===== config.mk =====
export PLATFORM = sky130hd
export DESIGN_NAME = instr_fetch_unit
export DESIGN_NICKNAME = d
export VERILOG_FILES = /design/src/rtl/instr_fetch_unit.sv
export SDC_FILE = /design/constraint.sdc
export NUM_CORES = 1
export LEC_CHECK = 0
export CAP_MARGIN = 20
export CORE_UTILIZATION = 45
export CTS_CLUSTER_SIZE = 20
export DETAILED_ROUTE_END_ITERATION = 12
export GPL_ROUTABILITY_DRIVEN = 1
export HOLD_SLACK_MARGIN = 0.06
export PLACE_DENSITY_LB_ADDON = 0.3
export SYNTH_ARGS = -nofsm -noshare
export SYNTH_HDL_FRONTEND = slang
export SYNTH_SLANG_ARGS = --single-unit

===== constraint.sdc =====
create_clock -name clk_i -period 5.8 [get_ports clk_i]
set_input_delay 0.87 -clock clk_i [delete_from_list [all_inputs] [get_ports clk_i]]
set_output_delay 0.87 -clock clk_i [all_outputs]
set_load 0.03 [all_outputs]

===== src/rtl/instr_fetch_unit.sv =====
// Instruction fetch unit: presents the PC to instruction memory, registers the
// returned word into a single-entry output slot with a valid/ready handshake,
// and handles redirects plus sticky faults for misaligned or out-of-range fetches.
module instr_fetch_unit #(
  parameter logic [31:0] RESET_PC   = 32'h00000000,
  parameter int unsigned IMEM_BYTES = 1024
) (
  input  logic        clk_i,
  input  logic        rst_ni,
  output logic [31:0] imem_addr_o,
  input  logic [31:0] imem_instr_i,
  input  logic        redirect_valid_i,
  input  logic [31:0] redirect_pc_i,
  output logic        out_valid_o,
  input  logic        out_ready_i,
  output logic [31:0] out_instr_o,
  output logic [31:0] out_pc_o,
  output logic        fault_o
);

  typedef enum logic {
    RUN   = 1'b0,
    FAULT = 1'b1
  } state_e;

  localparam logic [31:0] ImemLimit = 32'(IMEM_BYTES);

  state_e      state_q, state_d;
  logic [31:0] pc_q, pc_d;
  logic        out_valid_q, out_valid_d;
  logic [31:0] out_instr_q, out_instr_d;
  logic [31:0] out_pc_q, out_pc_d;
  logic        fault_q, fault_d;

  logic        slot_free;
  logic        pc_out_of_range;
  logic        redirect_misaligned;

  assign slot_free           = !out_valid_q || out_ready_i;
  assign pc_out_of_range     = (pc_q >= ImemLimit);
  assign redirect_misaligned = (redirect_pc_i[1:0] != 2'b00);

  // State register; reset wins over everything, including a pending fault or stall.
  always_ff @(posedge clk_i) begin
    if (!rst_ni) begin
      state_q     <= RUN;
      pc_q        <= RESET_PC;
      out_valid_q <= 1'b0;
      out_instr_q <= 32'h0;
      out_pc_q    <= 32'h0;
      fault_q     <= 1'b0;
    end else begin
      state_q     <= state_d;
      pc_q        <= pc_d;
      out_valid_q <= out_valid_d;
      out_instr_q <= out_instr_d;
      out_pc_q    <= out_pc_d;
      fault_q     <= fault_d;
    end
  end

  // Next-state logic: redirect beats fetch/stall, range check is done on the
  // presented PC (the +4 itself simply wraps), and FAULT holds until reset.
  always_comb begin
    state_d     = state_q;
    pc_d        = pc_q;
    out_valid_d = out_valid_q;
    out_instr_d = out_instr_q;
    out_pc_d    = out_pc_q;
    fault_d     = fault_q;

    unique case (state_q)
      RUN: begin
        if (redirect_valid_i) begin
          pc_d        = redirect_pc_i;
          out_valid_d = 1'b0;
          if (redirect_misaligned) begin
            state_d = FAULT;
            fault_d = 1'b1;
          end
        end else if (pc_out_of_range) begin
          state_d     = FAULT;
          fault_d     = 1'b1;
          out_valid_d = 1'b0;
        end else if (slot_free) begin
          out_instr_d = imem_instr_i;
          out_pc_d    = pc_q;
          out_valid_d = 1'b1;
          pc_d        = pc_q + 32'd4;
        end
      end
      FAULT: begin
        out_valid_d = 1'b0;
        fault_d     = 1'b1;
      end
      default: begin
        state_d = RUN;
      end
    endcase
  end

  assign imem_addr_o = pc_q;
  assign out_valid_o = out_valid_q;
  assign out_instr_o = out_instr_q;
  assign out_pc_o    = out_pc_q;
  assign fault_o     = fault_q;

endmodule


==> results.cfg <==
[setup_path]
crit_slowest_cell = nor2_1
cpMostUsedCell = nor2_1
worstSetupPathType = in -> reg
crit_path_max_incr_delay_ns = 0.74
worst_r2r_endpoint = imem_addr_o[2]$_SDFFE_PN0P_
arrival_ns = 3.27
cp-start-kind = primary input
timing.rr.start = imem_addr_o[24]$_SDFFE_PN0P_
rr_worst_depth = 5
critPathRequiredTime_ns = 6.03
crit_chain = clkdlybuf4s50_1, buf_4, inv_1, nor2_1, nor2_1, nand2_1, o21ai_0
crit_fanout = 40
cp-end-kind = flip-flop
cp-startpoint = redirect_valid_i
r2r_slack_ns = 3.03

[floorplanning]
coreArea_mm2 = 0.00822
die_w_um = 94.2
initial_core_util = 0.466
fp.dieH_um = 94.2
die_area_mm2 = 0.00888
row_count = 33
pin_count = 166

[yosys]
syn_area_mm2 = 0.00383
synthTopCellsByArea = dfxtp_1, nand2_1, a21oi_1, and3_1, o21ai_0
synth_most_common_cell = nand2_1
yosysSeqAreaShare = 0.518
synth_cell_type_count = 41
yosys-top-cells-count = nand2_1, dfxtp_1, a21oi_1
syn_nets = 535
synth_top_cell_by_area = dfxtp_1
syn_area_per_cell_um2 = 8.23
synth-edff-count = 0
netlist_instances = 465
synth-seq-cells = 99
yosys_warnings = 0
synthArstFlopShare = 0
synthFlopType = dfxtp_1
synth.top_cell.area_share = 0.518

[grt]
grt_pass1_vias = 3618
grt_pass1_wl_um = 17400
antenna_found_initial = 0
grt-ovfl-total = 0
grtUsageTotal = 0.250
grt_max_degree = 65

[timing]
tns_ns = 0
rsz0062_at_grt = false
maxSlewHeadroom = 0.288
fin_hold_ws_ns = 0.456
fmax_mhz = 329
post-route-period-util = 0.524
post-route-min-period_ns = 3.04
setup_viol = 0
drv_slew = 0
fin_worst_skew_ns = 0.00997
worst_slew_pin_slew_ns = 1.07
timing.final.hold_violations = 0

[routing]
drtPass1Iterations = 7
remaining_drc_errors = 0
viasPerCell = 5.44
wl_per_cell_um = 15.2
ant_nets = 0
via_count = 3936
drtIter0Drc = 336
finalWirelength_um = 11000

[cells_and_area]
final_util = 0.700
diodes = 0
fillers = 647
area_growth_pct = 50.3
drive_gt1_frac = 0.0372
layoutNonFillerInstCount = 723
fin_nets = 683

[clock_network]
clock_sinks = 99
hold_buffers = 0
clk_pin_slew_ns = 0.09
cts-resized-gates = 0
cts_root_buf = clkbuf_8
cts-buffers-inserted = 9
tritoncts = yes
htreeDepth = 3
postCtsSetupBuffers = 0
insertion_delay_ns = 0.36
clk_path_buf_depth = 2

[placement]
globalplace.congestion = 0.860
dpl.hpwl_um = 7520
dp_cells = 705
port_buffers = 165

[pwr]
total_power_mw = 1.38
peakVddDrop_uv = 160
power_leakage_nw = 2.07
power.density_mw_per_mm2 = 240

[worst_hold_path]
hp-class = reg -> reg
hold_end = out_pc_o[1]$_SDFFE_PN0P_
hold_depth = 2
worstHoldStart = out_pc_o[1]$_SDFFE_PN0P_

[run_status]
status = finished clean

[flow_run]
drv_cap = 0
[critical path: cells and delay by family]
kind,cells,cell delay [ns]
simple gates,3,1.15
buf+inv,3,1.14
compound gates,1,0.09
[sequential cells by signal (all words and copies together), names as in the netlist]
signal and flops:
imem_addr_o 32, out_valid_o 1, out_pc_o 32, out_instr_o 32, fault_o 1, state_q 1
[worst max-delay path by stage]
| stage | endpoint | slack (ns) | cells past startpoint |
|---|---|---|---|
| floorplan | imem_addr_o[30]$_SDFFE_PN0P_ | 3.70 | 5 |
| global placement | imem_addr_o[28]$_SDFFE_PN0P_ | 2.29 | 5 |
| detailed placement | imem_addr_o[24]$_SDFFE_PN0P_ | 2.15 | 5 |
| CTS | imem_addr_o[27]$_SDFFE_PN0P_ | 2.55 | 5 |
| global route | imem_addr_o[29]$_SDFFE_PN0P_ | 2.48 | 7 |
| finish | imem_addr_o[27]$_SDFFE_PN0P_ | 2.76 | 7 |
[kinds of logic (layout without fill, tap and decap cells)]
logic type / count (synthesis) / after routing / share of synthesized area
and+or+nand+nor: 196 / 196 / 0.235
AOI/OAI and AO/OA: 124 / 124 / 0.191
DFF: 99 / 99 / 0.518
buffers and inverters: 42 / 195 / 0.0441
adders and majority gates: 2 / 2 / 0.00654
muxes: 2 / 2 / 0.00523
[report_power, final]
group          leakage [nW]  switching (mW)  internal (mW)
Combinational          1.16           0.110         0.0972
Sequential            0.803          0.0232          0.698
Clock                 0.107           0.243          0.207
[layout make-up]
cell class	instances	area [um2]	area share
well taps	105	131	0.0228
inverters	10	37.5	0.00653
clock inverters	7	81.3	0.0141
repair buffers	169	1710	0.298
clock buffers	9	124	0.0215
multi-input cells	324	1680	0.292
flip-flops and latches	99	1980	0.345
[cell usage in the layout, fill, tap and decap left out, types with 2 or more instances in the layout]
master / n
and3_1: 26
o31a_1: 2
a32o_1: 3
inv_6: 3
a211oi_1: 2
o32ai_1: 2
clkbuf_8: 9
or4_1: 3
a31oi_1: 2
a32oi_1: 2
o31ai_1: 3
o22ai_1: 3
o21ai_0: 23
nand2_1: 113
nand3_1: 7
nand4_1: 5
buf_4: 2
clkdlybuf4s50_1: 165
dfxtp_1: 99
mux2i_1: 2
a22oi_1: 6
nand2b_1: 3
a21oi_1: 67
inv_1: 9
and4_1: 2
nor3_1: 9
o2bb2ai_1: 2
ha_1: 2
nor3b_1: 3
nor2_1: 16
nor4_1: 4
[routing by layer]
| metal | global-route usage | vias up | wire (um) |
|---|---|---|---|
| met5 | 0 | - | 0 |
| met1 | 0.302 | 1836 | 4610 |
| met2 | 0.426 | 174 | 5360 |
| li1 | - | 1910 | - |
| met3 | 0.0518 | 16 | 812 |
| met4 | 0.108 | 0 | 193 |
[through the flow]
stage	cell area, um2	worst slack (ns)
4_1_cts	5700	2.55
6_report	5750	2.76
3_5_place_dp	5500	2.15
5_1_grt	5750	2.48
3_3_place_gp	5500	2.29
2_1_floorplan	3830	3.70
(Power assumes the default switching activity.)
